==> src/rtl/multicycle_ctrl_alu_if.sv <==
// Bus bundle between the multicycle datapath and its controller/ALU block.
// The slave modport is the controller's view; the master modport is the datapath's.
interface multicycle_ctrl_alu_if;
  logic [31:0] instr;
  logic [31:0] srcA;
  logic [31:0] srcB;
  logic [31:0] adderIn1;
  logic [31:0] adderIn2;
  logic [31:0] adderOut;
  logic [31:0] ALUResult;
  logic        aluZero;
  logic [4:0]  ALUControl;
  logic        alu4;
  logic        alu3;
  logic        alu2;
  logic        alu1;
  logic        alu0;
  logic        memToReg;
  logic        memWrite;
  logic        branchEnable;
  logic        regDst;
  logic        regWriteEnable;
  logic        jump;
  logic        jumpReg;
  logic        PCWrite;
  logic        IorD;
  logic        IRWrite;
  logic        ALUSrcA;
  logic        pcEn;
  logic [1:0]  ALUSrcB;

  modport slave (
    input  instr, srcA, srcB, adderIn1, adderIn2,
    output adderOut, ALUResult, aluZero, ALUControl,
           alu4, alu3, alu2, alu1, alu0,
           memToReg, memWrite, branchEnable, regDst, regWriteEnable,
           jump, jumpReg, PCWrite, IorD, IRWrite, ALUSrcA, pcEn, ALUSrcB
  );

  modport master (
    output instr, srcA, srcB, adderIn1, adderIn2,
    input  adderOut, ALUResult, aluZero, ALUControl,
           alu4, alu3, alu2, alu1, alu0,
           memToReg, memWrite, branchEnable, regDst, regWriteEnable,
           jump, jumpReg, PCWrite, IorD, IRWrite, ALUSrcA, pcEn, ALUSrcB
  );
endinterface

==> src/rtl/multicycle_ctrl_alu.sv <==
// Multicycle MIPS-subset controller (Moore FSM) with its ALU and the independent PC adder.
// Write enables are held low while reset is asserted.
module multicycle_ctrl_alu (
  input  logic                  clock,
  input  logic                  reset,
  multicycle_ctrl_alu_if.slave  bus
);

  typedef enum logic [3:0] {
    S_FETCH    = 4'd0,
    S_DECODE   = 4'd1,
    S_MEMADR   = 4'd2,
    S_MEMREAD  = 4'd3,
    S_MEMWB    = 4'd4,
    S_MEMWRITE = 4'd5,
    S_EXECUTE  = 4'd6,
    S_ALUWB    = 4'd7,
    S_BRANCH   = 4'd8,
    S_ADDIEXEC = 4'd9,
    S_ADDIWB   = 4'd10,
    S_JUMP     = 4'd11,
    S_JAL      = 4'd12,
    S_JR       = 4'd13
  } state_t;

  localparam logic [4:0] ALU_AND = 5'b00000;
  localparam logic [4:0] ALU_OR  = 5'b00001;
  localparam logic [4:0] ALU_ADD = 5'b00010;
  localparam logic [4:0] ALU_XOR = 5'b00011;
  localparam logic [4:0] ALU_NOR = 5'b00100;
  localparam logic [4:0] ALU_SUB = 5'b00110;
  localparam logic [4:0] ALU_SLT = 5'b00111;

  localparam logic [5:0] OP_RTYPE = 6'h00;
  localparam logic [5:0] OP_J     = 6'h02;
  localparam logic [5:0] OP_JAL   = 6'h03;
  localparam logic [5:0] OP_BEQ   = 6'h04;
  localparam logic [5:0] OP_ADDI  = 6'h08;
  localparam logic [5:0] OP_LW    = 6'h23;
  localparam logic [5:0] OP_SW    = 6'h2B;
  localparam logic [5:0] FN_JR    = 6'h08;

  function automatic logic [4:0] funct_to_alu(input logic [5:0] f);
    logic [4:0] code;
    case (f)
      6'h20:   code = ALU_ADD;
      6'h22:   code = ALU_SUB;
      6'h24:   code = ALU_AND;
      6'h25:   code = ALU_OR;
      6'h26:   code = ALU_XOR;
      6'h27:   code = ALU_NOR;
      6'h2A:   code = ALU_SLT;
      default: code = ALU_ADD;
    endcase
    return code;
  endfunction

  function automatic logic is_alu_funct(input logic [5:0] f);
    logic ok;
    case (f)
      6'h20, 6'h22, 6'h24, 6'h25, 6'h26, 6'h27, 6'h2A: ok = 1'b1;
      default:                                         ok = 1'b0;
    endcase
    return ok;
  endfunction

  state_t      r_state;
  state_t      w_next;
  logic [5:0]  r_funct;
  logic [5:0]  w_opcode;
  logic [5:0]  w_funct;
  logic        w_unused;

  logic        w_mem_to_reg, w_mem_write, w_branch_en, w_reg_dst, w_reg_we;
  logic        w_jump, w_jump_reg, w_pc_write, w_iord, w_ir_write, w_alu_src_a;
  logic [1:0]  w_alu_src_b;
  logic [4:0]  w_alu_ctrl;
  logic [31:0] w_alu_result;
  logic        w_zero;

  assign w_opcode = bus.instr[31:26];
  assign w_funct  = bus.instr[5:0];
  assign w_unused = ^bus.instr[25:6];

  // State register; reset always lands on FETCH.
  always_ff @(posedge clock or posedge reset) begin
    if (reset) begin
      r_state <= S_FETCH;
    end else begin
      r_state <= w_next;
    end
  end

  // Funct is captured in DECODE so EXECUTE is immune to later instr changes.
  always_ff @(posedge clock or posedge reset) begin
    if (reset) begin
      r_funct <= 6'd0;
    end else if (r_state == S_DECODE) begin
      r_funct <= w_funct;
    end else begin
      r_funct <= r_funct;
    end
  end

  // Next-state and Moore control decode.
  always_comb begin
    w_next       = S_FETCH;
    w_mem_to_reg = 1'b0;
    w_mem_write  = 1'b0;
    w_branch_en  = 1'b0;
    w_reg_dst    = 1'b0;
    w_reg_we     = 1'b0;
    w_jump       = 1'b0;
    w_jump_reg   = 1'b0;
    w_pc_write   = 1'b0;
    w_iord       = 1'b0;
    w_ir_write   = 1'b0;
    w_alu_src_a  = 1'b0;
    w_alu_src_b  = 2'b00;
    w_alu_ctrl   = ALU_ADD;
    case (r_state)
      S_FETCH: begin
        w_ir_write  = 1'b1;
        w_pc_write  = 1'b1;
        w_alu_src_b = 2'b01;
        w_next      = S_DECODE;
      end
      S_DECODE: begin
        w_alu_src_b = 2'b11;
        case (w_opcode)
          OP_LW, OP_SW: w_next = S_MEMADR;
          OP_RTYPE: begin
            if (w_funct == FN_JR) begin
              w_next = S_JR;
            end else if (is_alu_funct(w_funct)) begin
              w_next = S_EXECUTE;
            end else begin
              w_next = S_FETCH;
            end
          end
          OP_BEQ:  w_next = S_BRANCH;
          OP_ADDI: w_next = S_ADDIEXEC;
          OP_J:    w_next = S_JUMP;
          OP_JAL:  w_next = S_JAL;
          default: w_next = S_FETCH;
        endcase
      end
      S_MEMADR: begin
        w_alu_src_a = 1'b1;
        w_alu_src_b = 2'b10;
        w_next      = (w_opcode == OP_SW) ? S_MEMWRITE : S_MEMREAD;
      end
      S_MEMREAD: begin
        w_iord = 1'b1;
        w_next = S_MEMWB;
      end
      S_MEMWB: begin
        w_reg_we     = 1'b1;
        w_mem_to_reg = 1'b1;
      end
      S_MEMWRITE: begin
        w_iord      = 1'b1;
        w_mem_write = 1'b1;
      end
      S_EXECUTE: begin
        w_alu_src_a = 1'b1;
        w_alu_ctrl  = funct_to_alu(r_funct);
        w_next      = S_ALUWB;
      end
      S_ALUWB: begin
        w_reg_we  = 1'b1;
        w_reg_dst = 1'b1;
      end
      S_BRANCH: begin
        w_alu_src_a = 1'b1;
        w_alu_ctrl  = ALU_SUB;
        w_branch_en = 1'b1;
      end
      S_ADDIEXEC: begin
        w_alu_src_a = 1'b1;
        w_alu_src_b = 2'b10;
        w_next      = S_ADDIWB;
      end
      S_ADDIWB: begin
        w_reg_we = 1'b1;
      end
      S_JUMP: begin
        w_jump     = 1'b1;
        w_pc_write = 1'b1;
      end
      S_JAL: begin
        w_jump     = 1'b1;
        w_pc_write = 1'b1;
        w_reg_we   = 1'b1;
      end
      S_JR: begin
        w_jump_reg = 1'b1;
        w_pc_write = 1'b1;
      end
      default: begin
        w_next = S_FETCH;
      end
    endcase
  end

  // ALU datapath.
  always_comb begin
    w_alu_result = 32'd0;
    case (w_alu_ctrl)
      ALU_AND: w_alu_result = bus.srcA & bus.srcB;
      ALU_OR:  w_alu_result = bus.srcA | bus.srcB;
      ALU_ADD: w_alu_result = bus.srcA + bus.srcB;
      ALU_XOR: w_alu_result = bus.srcA ^ bus.srcB;
      ALU_NOR: w_alu_result = ~(bus.srcA | bus.srcB);
      ALU_SUB: w_alu_result = bus.srcA - bus.srcB;
      ALU_SLT: w_alu_result = {31'd0, ($signed(bus.srcA) < $signed(bus.srcB))};
      default: w_alu_result = 32'd0;
    endcase
  end

  assign w_zero        = (w_alu_result == 32'd0);
  assign bus.ALUResult = w_alu_result;
  assign bus.aluZero   = w_zero;
  assign bus.adderOut  = bus.adderIn1 + bus.adderIn2;

  assign bus.ALUControl = w_alu_ctrl;
  assign bus.alu4       = w_alu_ctrl[4];
  assign bus.alu3       = w_alu_ctrl[3];
  assign bus.alu2       = w_alu_ctrl[2];
  assign bus.alu1       = w_alu_ctrl[1];
  assign bus.alu0       = w_alu_ctrl[0];

  // Architectural write enables are masked by reset, independent of the clock.
  assign bus.PCWrite        = w_pc_write  & ~reset;
  assign bus.IRWrite        = w_ir_write  & ~reset;
  assign bus.memWrite       = w_mem_write & ~reset;
  assign bus.regWriteEnable = w_reg_we    & ~reset;
  assign bus.pcEn           = ~reset & (w_pc_write | (w_branch_en & w_zero));

  assign bus.memToReg     = w_mem_to_reg;
  assign bus.branchEnable = w_branch_en;
  assign bus.regDst       = w_reg_dst;
  assign bus.jump         = w_jump;
  assign bus.jumpReg      = w_jump_reg;
  assign bus.IorD         = w_iord;
  assign bus.ALUSrcA      = w_alu_src_a;
  assign bus.ALUSrcB      = w_alu_src_b;

endmodule

==> src/flat_wrapper.sv <==
// flat-port wrapper written by rule: the top's interface ports become plain ports
module multicycle_ctrl_alu_flat 
  (clock, reset, bus_instr, bus_srcA, bus_srcB, bus_adderIn1, bus_adderIn2, bus_adderOut, bus_ALUResult, bus_aluZero, bus_ALUControl, bus_alu4, bus_alu3, bus_alu2, bus_alu1, bus_alu0, bus_memToReg, bus_memWrite, bus_branchEnable, bus_regDst, bus_regWriteEnable, bus_jump, bus_jumpReg, bus_PCWrite, bus_IorD, bus_IRWrite, bus_ALUSrcA, bus_pcEn, bus_ALUSrcB);
  multicycle_ctrl_alu_if bus_i ();
  input  logic clock;
  input  logic reset;
  input wire logic [$bits(bus_i.instr)-1:0] bus_instr;
  input wire logic [$bits(bus_i.srcA)-1:0] bus_srcA;
  input wire logic [$bits(bus_i.srcB)-1:0] bus_srcB;
  input wire logic [$bits(bus_i.adderIn1)-1:0] bus_adderIn1;
  input wire logic [$bits(bus_i.adderIn2)-1:0] bus_adderIn2;
  output wire logic [$bits(bus_i.adderOut)-1:0] bus_adderOut;
  output wire logic [$bits(bus_i.ALUResult)-1:0] bus_ALUResult;
  output wire logic [$bits(bus_i.aluZero)-1:0] bus_aluZero;
  output wire logic [$bits(bus_i.ALUControl)-1:0] bus_ALUControl;
  output wire logic [$bits(bus_i.alu4)-1:0] bus_alu4;
  output wire logic [$bits(bus_i.alu3)-1:0] bus_alu3;
  output wire logic [$bits(bus_i.alu2)-1:0] bus_alu2;
  output wire logic [$bits(bus_i.alu1)-1:0] bus_alu1;
  output wire logic [$bits(bus_i.alu0)-1:0] bus_alu0;
  output wire logic [$bits(bus_i.memToReg)-1:0] bus_memToReg;
  output wire logic [$bits(bus_i.memWrite)-1:0] bus_memWrite;
  output wire logic [$bits(bus_i.branchEnable)-1:0] bus_branchEnable;
  output wire logic [$bits(bus_i.regDst)-1:0] bus_regDst;
  output wire logic [$bits(bus_i.regWriteEnable)-1:0] bus_regWriteEnable;
  output wire logic [$bits(bus_i.jump)-1:0] bus_jump;
  output wire logic [$bits(bus_i.jumpReg)-1:0] bus_jumpReg;
  output wire logic [$bits(bus_i.PCWrite)-1:0] bus_PCWrite;
  output wire logic [$bits(bus_i.IorD)-1:0] bus_IorD;
  output wire logic [$bits(bus_i.IRWrite)-1:0] bus_IRWrite;
  output wire logic [$bits(bus_i.ALUSrcA)-1:0] bus_ALUSrcA;
  output wire logic [$bits(bus_i.pcEn)-1:0] bus_pcEn;
  output wire logic [$bits(bus_i.ALUSrcB)-1:0] bus_ALUSrcB;
  assign bus_i.instr = bus_instr;
  assign bus_i.srcA = bus_srcA;
  assign bus_i.srcB = bus_srcB;
  assign bus_i.adderIn1 = bus_adderIn1;
  assign bus_i.adderIn2 = bus_adderIn2;
  assign bus_adderOut = bus_i.adderOut;
  assign bus_ALUResult = bus_i.ALUResult;
  assign bus_aluZero = bus_i.aluZero;
  assign bus_ALUControl = bus_i.ALUControl;
  assign bus_alu4 = bus_i.alu4;
  assign bus_alu3 = bus_i.alu3;
  assign bus_alu2 = bus_i.alu2;
  assign bus_alu1 = bus_i.alu1;
  assign bus_alu0 = bus_i.alu0;
  assign bus_memToReg = bus_i.memToReg;
  assign bus_memWrite = bus_i.memWrite;
  assign bus_branchEnable = bus_i.branchEnable;
  assign bus_regDst = bus_i.regDst;
  assign bus_regWriteEnable = bus_i.regWriteEnable;
  assign bus_jump = bus_i.jump;
  assign bus_jumpReg = bus_i.jumpReg;
  assign bus_PCWrite = bus_i.PCWrite;
  assign bus_IorD = bus_i.IorD;
  assign bus_IRWrite = bus_i.IRWrite;
  assign bus_ALUSrcA = bus_i.ALUSrcA;
  assign bus_pcEn = bus_i.pcEn;
  assign bus_ALUSrcB = bus_i.ALUSrcB;
  multicycle_ctrl_alu u_core (.clock(clock), .reset(reset), .bus(bus_i));
endmodule
==> config.mk <==
export PLATFORM = sky130hd
export DESIGN_NAME = multicycle_ctrl_alu_flat
export DESIGN_NICKNAME = d
export VERILOG_FILES = /design/src/rtl/multicycle_ctrl_alu_if.sv /design/src/rtl/multicycle_ctrl_alu.sv /design/src/flat_wrapper.sv
export SDC_FILE = /design/constraint.sdc
export NUM_CORES = 1
export LEC_CHECK = 0
export CAP_MARGIN = 30
export CORE_MARGIN = 5
export CORE_UTILIZATION = 45
export DETAILED_ROUTE_END_ITERATION = 10
export PLACE_DENSITY = 0.74
export REMOVE_ABC_BUFFERS = 1
export SLEW_MARGIN = 20
export SYNTH_ARGS = -nofsm -noshare
export SYNTH_HDL_FRONTEND = slang
export SYNTH_SLANG_ARGS = --single-unit
==> constraint.sdc <==
create_clock -name clock -period 17 [get_ports clock]
set_input_delay 5.1 -clock clock [delete_from_list [all_inputs] [get_ports clock]]
set_output_delay 5.1 -clock clock [all_outputs]
set_load 0.05 [all_outputs]
======== Word-level counts from Yosys, hierarchy flattened ========
Index checks and enable logic that the tools add are counted.
storage, ports and cells
  flip-flop bits (word level) ............. 10
  input port bits ......................... 162
  output and inout port bits .............. 89
  word-level logic and storage cells ...... 93
cells by class
  add/sub/neg operators ................... 3
  order comparisons ....................... 1
  equality and inequality tests ........... 39
  mux-type cells .......................... 24
  bitwise operators ....................... 12
  reductions and logical operators ........ 12
operators by type and width
  cell                number
  $pmux 32 s7         1
  $eq 6x6->1 const B  15
  $add 32x32->32      2
  $pmux 4 s6          2
  $and 32x32->32      1
  $logic_not 32->1    1
  $lt 32x32->1        1
  $not 32->32         1
  $or 32x32->32       1
  $sub 32x32->32      1
  $xor 32x32->32      1
  $eq 4x4->1 const B  6
  $pmux 3 s6          1
  $eq 4x3->1 const B  4
  $eq 5x3->1 const B  3
  $mux 1              15
  $eq 6x2->1 const B  2
  $eq 6x4->1 const B  2
  $reduce_or 4->1     3
  $eq 5x2->1 const B  2
  $pmux 5 s2          1
  $eq 4x2->1 const B  2
  $reduce_or 2->1     4
  $reduce_or 7->1     1
  other kinds (12)    18

======== Longest topological paths before layout ========
  word-level depth ........................ 10
  gate-level depth with buffers ........... 15
  gate-level depth less buffers ........... 14

======== Worst setup path after synthesis ========
OpenSTA, ideal clock, no wires.
  path type ............................... in2out
  start ................................... input bus_srcA[0]
  end ..................................... output bus_pcEn
  arrival time ............................ 9.429 ns
  data required time ...................... 11.900 ns
  slack ................................... 2.471 ns
  stages on the path ...................... 14
  path buffers ............................ 0
  cell sequence ........................... inv_1 ha_1 fa_1 o21bai_1 o2111ai_1 a21oi_1 a31o_2 o21bai_1 a211oi_1 o21ai_0 or4_1 nor4_1 nand4b_1 o31ai_2
between the ends
  longest elaborated chain between the ends .. 7
  elaborated cells on any way between the ends .. 12
  those cells by class .................... add/sub (2); order compare (1); mux (1); bitwise (7); reduce/logical (1)
ends and longest elaborated chain
  item                                                                    line                        text
  start: declaration                                                      flat_wrapper.sv:8           input wire logic [$bits(bus_i.srcA)-1:0] bus_srcA;
  parallel branches: the longest is 2 deep, another holds $sub 32x32->32  --
  $pmux 32 s7 (*)                                                         multicycle_ctrl_alu.sv:209  case (w_alu_ctrl)
  net bus_ALUResult[0]                                                    flat_wrapper.sv:13          output wire logic [$bits(bus_i.ALUResult)-1:0] bus_ALUResult;
  $logic_not 32->1 (*)                                                    multicycle_ctrl_alu.sv:221  assign w_zero = (w_alu_result == 32'd0);
  $and 1x1->1 (*)                                                         multicycle_ctrl_alu.sv:238  assign bus.pcEn = ~reset & (w_pc_write | (w_branch_en & w_zero));
  $or 1x1->1 (*)                                                          multicycle_ctrl_alu.sv:238
  $and 1x1->1 (*)                                                         multicycle_ctrl_alu.sv:238
  end: declaration                                                        flat_wrapper.sv:32          output wire logic [$bits(bus_i.pcEn)-1:0] bus_pcEn;
Mark *: on every way through the listed nets, which the timed path passes.

======== Worst setup path after layout ========
  start ................................... input bus_srcB[6]
  end ..................................... output bus_pcEn
between the ends
  longest elaborated chain between the ends .. 7
  elaborated cells on any way between the ends .. 12
  those cells by class .................... add/sub (2); order compare (1); mux (1); bitwise (7); reduce/logical (1)
ends and longest elaborated chain
  item                                                                    line                        text
  start: declaration                                                      flat_wrapper.sv:9           input wire logic [$bits(bus_i.srcB)-1:0] bus_srcB;
  parallel branches: the longest is 2 deep, another holds $sub 32x32->32  --
  $pmux 32 s7 (*)                                                         multicycle_ctrl_alu.sv:209
  $logic_not 32->1 (*)                                                    multicycle_ctrl_alu.sv:221
  $and 1x1->1 (*)                                                         multicycle_ctrl_alu.sv:238
  $or 1x1->1 (*)                                                          multicycle_ctrl_alu.sv:238
  $and 1x1->1 (*)                                                         multicycle_ctrl_alu.sv:238
Mark *: on every way between the ends.

==> flow_metrics.py <==
metrics = {
    "cts": {
        "cts_buffers": 3,
        "ctsResizeCount": 0,
        "cts_root_buffer": "clkbuf_16",
        "post-cts-setup-buffer-count": 0,
        "path_clk_slew_ns": 0.04,
        "clk_latency_ns": 0.24,
        "cts_num_sinks": 10,
        "ctsHoldBuffers": 0,
        "clockBufferDepth": 2,
        "cts_tree": "built",
        "htreeDepth": 1,
    },
    "global_route": {
        "overflow": 0,
        "grt_max_degree": 32,
        "grt_pass1_vias": 9222,
        "grt_use_total_pct": 27.5,
        "grt_pass1_wl_um": 46900,
        "antenna_found_initial": 0,
    },
    "sta": {
        "maxClockFrequency_mhz": 61.3,
        "tightest_slew_ns": 0.941,
        "tns_ns": 0,
        "hold_violations": 0,
        "min_period_ns": 16.30,
        "fin_ws_ns": 0.695,
        "fin_crit_sh_pct": 95.9,
        "relSlewSlack_pct": 35.6,
        "clock_skew_ns": 0.000836,
        "finalSetupViolations": 0,
        "drv_slew": 0,
        "rsz0062_at_grt": "no",
    },
    "synth": {
        "synth_area_per_cell_um2": 6.84,
        "ys_top_cells_by_count": "130 x ha_1, 110 x inv_1, 109 x a21oi_1, 92 x nor2_1, 82 x nand2_1",
        "netlist_instances": 1174,
        "synth_edf_count": 0,
        "synth_ff_type": "dfrtp_1",
        "synth_top_area_cell": "ha_1",
        "yosys.area.top_type_share_pct": 20.3,
        "yosys_warnings": 0,
        "netlist_area_um2": 8030,
        "ys_types": 85,
        "ys_seq_area_share_pct": 3.12,
        "ys_top_cells_by_area": "ha_1 20%, a21oi_1 6.8%, inv_1 5.1%",
        "synth-seq-cells": 10,
        "async_flop_share_pct": 100,
        "synth_most_common_cell": "ha_1",
    },
    "finish": {
        "n_fill_cell": 1632,
        "layout-drive-gt1-share_pct": 3.61,
        "fin_util_pct": 60.3,
        "fin_nets": 1654,
        "area_growth_pct": 30.9,
        "antenna_cells": 0,
    },
    "routing": {
        "postRouteWirelength_um": 30300,
        "via_count": 9879,
        "drt_pass1_iterations": 6,
        "avgRoutedWirePerCell_um": 19.2,
        "drc": 0,
        "ant_nets": 0,
        "drtIter0Drc": 1030,
        "viasPerCell": 6.24,
    },
    "critical_path": {
        "max_stage_delay_ns": 0.84,
        "r2r_cells": 4,
        "crit_slowest_cell": "a2111oi_0",
        "critPathCapture": "bus_pcEn",
        "rrSetupSlack_ns": 14.80,
        "path_class": "input pin to primary output",
        "crit_start": "bus_srcB[6]",
        "path_max_fanout": 11,
        "cp_data_required_time_ns": 11.90,
        "crit_arrival_ns": 11.20,
        "r2r-end": "u_core.r_state[2]",
        "regToRegStartpoint": "u_core.r_state[0]",
        "startpoint_type": "input pin",
        "cp_cell_sequence": "clkdlybuf4s50_1 -> inv_1 -> ha_1 -> or3_1 -> nor3_1 -> o21ai_0 -> a2111oi_0 -> o31ai_1 -> o31a_1 -> a221oi_1 -> o21bai_1 -> a2111oi_0 -> o2111ai_1 -> o31ai_2 -> clkdlybuf4s50_1",
        "cp-end-kind": "primary output",
    },
    "power_and_ir_drop": {
        "peakVddDrop_mv": 0.0982,
        "power.density_nw_per_um2": 70.0,
        "leakagePower_nw": 4.57,
    },
    "placed_design": {
        "dpl_worst_slack_ns": 0.917,
        "gp_routability_congestion": 0.944,
        "io_buffers": 226,
        "hpwl_um": 24300,
    },
    "min_path": {
        "hold_class": "flip-flop to flip-flop",
        "min_from": "u_core.r_funct[4]",
    },
    "floorplan": {
        "start_util_pct": 46.1,
        "die_area_um2": 20600,
        "rows": 48,
        "fp.dieH_um": 144,
        "fp.dieW_um": 144,
        "io-pin-count": 251,
        "core_area_um2": 17400,
    },
    "flow_run": {
        "maxCapViolCount": 0,
    },
    "run_status": {
        "status": "finished, final reports clean",
    },
}
## stage by stage
| stage | area (um^2) | cells | hold slack, ns | total power, mW |
|---|---|---|---|---|
| floorplan | 7770 | 1118 | 0.525 | 0.474 |
| global placement | 10400 | 1579 | 0.545 | 0.674 |
| detailed placement | 10400 | 1579 | 0.557 | 0.680 |
| CTS | 10500 | 1583 | 0.566 | 0.730 |
| global route | 10500 | 1583 | 0.583 | 0.781 |
| finish | 10500 | 1583 | 0.562 | 0.735 |
## power breakdown
group          switching [mW]  internal (mW)  total (mW)
clock network          0.0118         0.0354      0.0472
logic                   0.396          0.236       0.632
registers              0.0219         0.0338      0.0557
total                   0.429          0.306       0.735
## placed cells by master, fill, tap and decap left out, types with 13 or more instances in the layout
cell type          n
a21o_1            30
nand3_1           31
nor2b_1           16
nand2b_1          21
inv_1            110
clkdlybuf4s50_1  226
xnor2_1           28
ha_1             130
a21oi_1          108
nor3_1            32
nor2_1            92
o31ai_1           13
o211ai_1          18
a221oi_1          18
o21a_1            20
o21ai_0           69
nand2_1           82
a211oi_1          22
xor2_1            16
o21bai_1          14
## cells by family (layout without fill, tap and decap cells)
kind of cell	Yosys count	after routing	synth area share, %
AO/OA/AOI/OAI	436	436	37.1
adder cells (fa/ha/maj)	133	133	21.0
flip-flops	10	10	3.12
buffers and inverters	170	351	8.45
multiplexers	20	20	2.67
XOR/XNOR	44	44	4.80
other	1	4	0.0467
AND/OR/NAND/NOR	360	360	22.8
## state kept, by name (all words and copies together) (netlist names)
signal	flops
u_core.r_funct	6
u_core.r_state	4
## metal layers
layer	part of all wire (%)	wire [um]	up-vias	GRT usage, %
met5	0	0	-	0
met2	45	13600	589	46.4
met3	11	3410	112	4.83
met4	4.3	1300	0	9.76
met1	40	12000	4468	35.3
li1	-	-	4710	-
## worst min path at each step
stage	to	slack, ns	cells past startpoint
final	u_core.r_funct[4]	0.56	1
after global routing	u_core.r_funct[4]	0.58	1
after CTS	u_core.r_funct[4]	0.57	1
after detailed placement	u_core.r_funct[5]	0.56	1
after global placement	u_core.r_funct[5]	0.54	1
after floorplan	u_core.r_funct[4]	0.52	1
## critical path: cells and delay by family
kind	cells	cell delay, ns
AOI/OAI and AO/OA	9	3.58
adders and majority gates	1	0.44
buffers and inverters	3	1.39
and+or+nand+nor	2	0.70
## final cells by class
type	count	area (um^2)	share of cell area, %
clock buffers	4	88.8	0.846
inverters	111	417	3.97
multi-input cells	997	7130	67.9
flip-flops and latches	10	250	2.38
well taps	225	282	2.68
repair buffers	236	2340	22.3
Note: power is estimated with default switching activity, not from simulation.
==> variant 1: new RTL, same settings <==
Make the reset (`reset`) synchronous in 2 clocked blocks.
--- a/src/rtl/multicycle_ctrl_alu.sv
+++ b/src/rtl/multicycle_ctrl_alu.sv
@@ -83,7 +83,7 @@
   assign w_unused = ^bus.instr[25:6];
 
   // State register; reset always lands on FETCH.
-  always_ff @(posedge clock or posedge reset) begin
+  always_ff @(posedge clock) begin
     if (reset) begin
       r_state <= S_FETCH;
     end else begin
@@ -92,7 +92,7 @@
   end
 
   // Funct is captured in DECODE so EXECUTE is immune to later instr changes.
-  always_ff @(posedge clock or posedge reset) begin
+  always_ff @(posedge clock) begin
     if (reset) begin
       r_funct <= 6'd0;
     end else if (r_state == S_DECODE) begin
Check against the original RTL: differs if reset is asserted again (counterexample within 4 cycles, from zero or initial values and one cycle with reset high); with reset held inactive, the same outputs for 4 cycles.
==> variant 1 against the unedited design <==
Worst setup slack gained 510 ps. First-iteration DRC count is 18% higher. Total power down 26%. Routed wire length increased by 7.6%. Final area increased by 3.3%. Sequential cell count did not move. Synthesized area rose by 4.6%. Combinational power down 25%. Highest routed layer is now met5.
==> variant 1: results (changes against the unedited design) <==
Hold EP - u_core.r_funct[4]$_SDFFE_PP0P_
Final cell count without fillers - 1688 (+6.6%)
WHS - 539.7 ps (-21.91 ps)
Slowest CP cell - clkdlybuf4s50_1
Critical Path Stages - 16 (+1)
# fillers - 1810 (+11%)
Worst Setup SP - bus_srcA[0]
Synth Flop Type - dfxtp_1
R2R Path Start - u_core.r_state[0]$_SDFF_PP0_
Ys async rst share - 0 (-1.000)
Maximum vdd ir drop - 61.17 uV (-38%)
Top post-synthesis cells by area - ha_1 (20%), nor2_1 (6.3%), a21oi_1 (5.8%)
Vias/cell - 6.227 (-0.21%)
Largest net degree at the start of global routing - 30 (-6.3%)
Crit path DAT - 10700 ps (-500 ps)
LEAKAGE - 4.805 nW (+5.1%)
Reg2Reg Setup Slack - 15070 ps (+270 ps)
Top-count cell post-synth - nor2_1
Reg-to-Reg End - u_core.r_funct[2]$_SDFFE_PP0P_
Switching Fraction - 0.5631 (-0.02111)
Skew final - 1.142 ps (+0.3055 ps)
Distinct cells, synth - 97 (+14%)
GPL Wtd Cong - 0.9664 (+2.4%)
Status - complete, no violations
Worst Path Max Fanout - 6 (-5)
Syn Area/Cell - 6.598 sq um (-3.5%)
Most frequent cells after synthesis - nor2_1 (141), ha_1 (131), inv_1 (113)
Vias in the first global route - 9536 (+3.4%)
Total wire length - 32640 um (+7.6%)
Layout cells sized above 1 - 0.03783 (+0.001744)
Hold-critical path depth - 2 (+1)
Final core area utilization - 0.5857 (-0.01741)
Drt first-iter violations - 1217 (+18%)
HP Start - u_core.r_funct[4]$_SDFFE_PP0P_
Placed cell area - 10750 sq um (+3.2%)
GRT Total Usage - 0.2787 (+0.003360)
Initial antenna violation count - 1 (+1)
Delay-heaviest family, CP - simple AND/OR/NAND/NOR gates
Worst-Margin Slew - 1044 ps (+103.3 ps)
variant 1: cell types whose count changed after synthesis, sizes merged, moves of 11 or more:
cell    change
nor2       +50
o21ai      +17
buf        +16
nand3      +16
a21oi      -11
clkbuf     -11
variant 1: layout make-up:
type	count	share of cell area
clock buffer	4	0.008191
inverter	116	0.04026
multi-input combinational	1085	0.6892
sequential	10	0.01846
tap	234	0.02700
timing repair buffer	239	0.2169
variant 1: layer usage:
| metal | GRT usage | vias up | part of all wire |
|---|---|---|---|
| met5 | 0 | - | 0.00058 |
| met4 | 0.06444 | 2 | 0.028 |
| met3 | 0.05525 | 91 | 0.11 |
| met2 | 0.4767 | 581 | 0.46 |
| met1 | 0.3615 | 4839 | 0.41 |
| li1 | - | 4999 | - |
variant 1: kinds of logic after synthesis:
logic type | share of synthesized area
flops | 0.02385
other cells | 0.0004468
mux | 0.01938
simple gates | 0.2753
compound gates | 0.3457
fa+ha+maj | 0.2024
xor+xnor | 0.04487
buf+inv | 0.08795
variant 1: power groups by stage:
stage	clock, W	combinational (W)	sequential [W]
3_3_place_gp	0	0.000459	0.0000273
6_report	0.0000462	0.000471	0.0000271
4_1_cts	0.0000468	0.000466	0.0000270
3_5_place_dp	0	0.000464	0.0000274
5_1_grt	0.0000478	0.000501	0.0000274
2_1_floorplan	0	0.000310	0.0000268
variant 1: metrics by stage:
| stage | setup slack [ps] | power, W |
|---|---|---|
| floorplan | 2233 | 0.0003371 |
| global placement | 1419 | 0.0004867 |
| detailed placement | 1398 | 0.0004913 |
| CTS | 1361 | 0.0005395 |
| global route | 1025 | 0.0005766 |
| finish | 1200 | 0.0005442 |
==> variant 2: new RTL, config.mk and constraints unchanged <==
Made on the original files. Remove the case item `ALU_SUB` of the case on `w_alu_ctrl`.
--- a/src/rtl/multicycle_ctrl_alu.sv
+++ b/src/rtl/multicycle_ctrl_alu.sv
@@ -212,7 +212,6 @@
       ALU_ADD: w_alu_result = bus.srcA + bus.srcB;
       ALU_XOR: w_alu_result = bus.srcA ^ bus.srcB;
       ALU_NOR: w_alu_result = ~(bus.srcA | bus.srcB);
-      ALU_SUB: w_alu_result = bus.srcA - bus.srcB;
       ALU_SLT: w_alu_result = {31'd0, ($signed(bus.srcA) < $signed(bus.srcB))};
       default: w_alu_result = 32'd0;
     endcase
Formal check against the unedited RTL: not equivalent (a bounded check fails within 4 cycles, from zero or initial values and one cycle with reset high).
==> variant 2 against the unedited design <==
Count of clock-buffer cells in the layout is the same. Routed wire length decreased by 23%. First-iteration DRC count fell by 35%. Synthesized area decreased by 14%. Sequential power is 2% lower. Fmax rose by 3.2%. Sequential cell count did not move. Total power up 0.93%. Worst setup slack improved by 510 ps. Register-to-register slack hardly changed. Die area fell by 13%. Core utilization grew 1.6 points. Final area is 11% lower. Critical path type unchanged.
==> variant 2: results (changes against the unedited design) <==
Status - complete, no violations
Top post-synthesis cells by area - ha_1 (23%), a21oi_1 (6.6%), inv_1 (5.4%)
GRT Total Usage - 0.2431 (-0.03217)
Reg-to-Reg End - u_core.r_state[2]$_DFF_PP0_
Regs by FF count - u_core.r_funct: 6 flops, u_core.r_state: 4 flops
First drt pass iteration count - 5 (-1)
Detailed Place HPWL - 19100 um (-21%)
Layout cells sized above 1 - 0.03512 (-0.0009654)
Synth Flop Type - dfrtp_1
Switching Fraction - 0.5813 (-0.002875)
Antenna diodes - 0 (unchanged)
Dpl cells - 1379 (-13%)
GPL Wtd Cong - 0.9080 (-3.8%)
Maximum vdd ir drop - 72.38 uV (-26%)
Largest net degree at the start of global routing - 58 (+81%)
Crit path DAT - 10700 ps (-500 ps)
Nets@finish - 1488 (-10%)
Reg2Reg Setup Slack - 14800 ps (about the same)
Global-route wire length before repair - 36960 um (-21%)
Skew final - 3.399 ps (+2.562 ps)
Max_slew headroom - 0.3901 (+0.03362)
Ys Warns - 0 (unchanged)
Worst Setup SP - bus_srcB[0]
CTS clk-pin slew, worst paths - 40 ps (about the same)
Critical Path Sink - bus_aluZero
Slowest CP cell - clkdlybuf4s50_1
Most frequent cells after synthesis - ha_1 (127), inv_1 (99), a21oi_1 (91)
Sequential-to-total area share from yosys stat - 0.03611 (+0.004932)
Pre-CTS setup slack - 1261 ps (+343.9 ps)
# H-tree levels - 1 (unchanged)
WL per Instance - 16.81 um (-12%)
Worst Path Max Fanout - 5 (-6)
Vias/cell - 5.955 (-4.6%)
Cells after Synth - 1005 (-14%)
PostCTS Resize Cnt - 0 (unchanged)
Ys async rst share - 1.000 (unchanged)
Clk_lat worst skew - 240 ps (about the same)
Via count - 8242 (-17%)
Placed cell area - 9283 sq um (-11%)
Post-CTS setup buffer count - 0 (unchanged)
HP Start - u_core.r_funct[5]$_DFFE_PP0P_
Drt first-iter violations - 665 (-35%)
Distinct cells, synth - 82 (-3.5%)
Vias in the first global route - 7719 (-16%)
LEAKAGE - 4.240 nW (-7.3%)
Final worst-path cycle share - 0.9292 (-0.02991)
Initial antenna violation count - 0 (unchanged)
-- variant 2: cell count changes in the layout (fill, tap and decap cells not counted), moves of 7 or more --
cell,delta
nor3_1,-9
and3_1,+8
nand3_1,-9
or3_1,-7
inv_1,-11
a22oi_1,-8
a21oi_1,-17
o211ai_1,-11
nor2_1,-15
o22ai_1,-8
a221oi_1,-10
-- variant 2: how the worst min path moves through the flow --
stage	to	slack, ps	depth (start not counted)
2_1_floorplan	u_core.r_funct[5]$_DFFE_PP0P_	520	1
3_3_place_gp	u_core.r_funct[5]$_DFFE_PP0P_	550	1
3_5_place_dp	u_core.r_funct[5]$_DFFE_PP0P_	560	1
4_1_cts	u_core.r_funct[5]$_DFFE_PP0P_	560	1
5_1_grt	u_core.r_funct[5]$_DFFE_PP0P_	590	1
6_report	u_core.r_funct[5]$_DFFE_PP0P_	560	1
-- variant 2: routing by layer --
metal | track usage | share of wire | up-vias
met5 | 0 | 0 | -
met3 | 0.06189 | 0.10 | 48
met2 | 0.4307 | 0.47 | 360
met4 | 0.06957 | 0.028 | 0
met1 | 0.2907 | 0.40 | 3770
li1 | - | - | 4064
-- variant 2: cell type report --
class,instances,area (sq um)
Multi-Input combinational cell,847,6100
Fill cell,1399,5762
Timing Repair Buffer,235,2335
Inverter,100,375.4
Sequential cell,10,250.2
Tap cell,188,235.2
Clock buffer,4,88.84
-- variant 2: critical path, delay by kind of cell --
kind	cells	cell delay (ps)
xor gates and xnor gates	1	150
and+or+nand+nor	7	2730
buffers and inverters	3	1440
adders and majority gates	2	660
AOI/OAI and AO/OA	3	610
-- variant 2: stage by stage --
step            power, W  hold WS (ps)
5_1_grt        0.0007947         591.7
2_1_floorplan  0.0004789         525.0
4_1_cts        0.0007375         560.0
3_5_place_dp   0.0006879         555.7
6_report       0.0007419         560.4
3_3_place_gp   0.0006836         548.4
-- variant 2: cells by family (layout without fill, tap and decap cells) --
group / count (synthesis) / in the layout / share of synthesized area
adder cells (fa/ha/maj): 129 / 129 / 0.2351
buffers and inverters: 151 / 339 / 0.08758
AND/OR/NAND/NOR: 304 / 304 / 0.2246
flip-flops: 10 / 10 / 0.03611
XOR/XNOR: 40 / 40 / 0.05056
AO/OA/AOI/OAI: 357 / 357 / 0.3456
other: 1 / 4 / 0.0005412
multiplexers: 13 / 13 / 0.01986
-- variant 2: power groups by stage --
stage	registers [W]	logic, W	clock network (W)
after floorplan	0.0000488	0.000430	0
after global placement	0.0000538	0.000630	0
after detailed placement	0.0000543	0.000634	0
after CTS	0.0000539	0.000636	0.0000474
after global routing	0.0000573	0.000689	0.0000487
final	0.0000547	0.000641	0.0000465
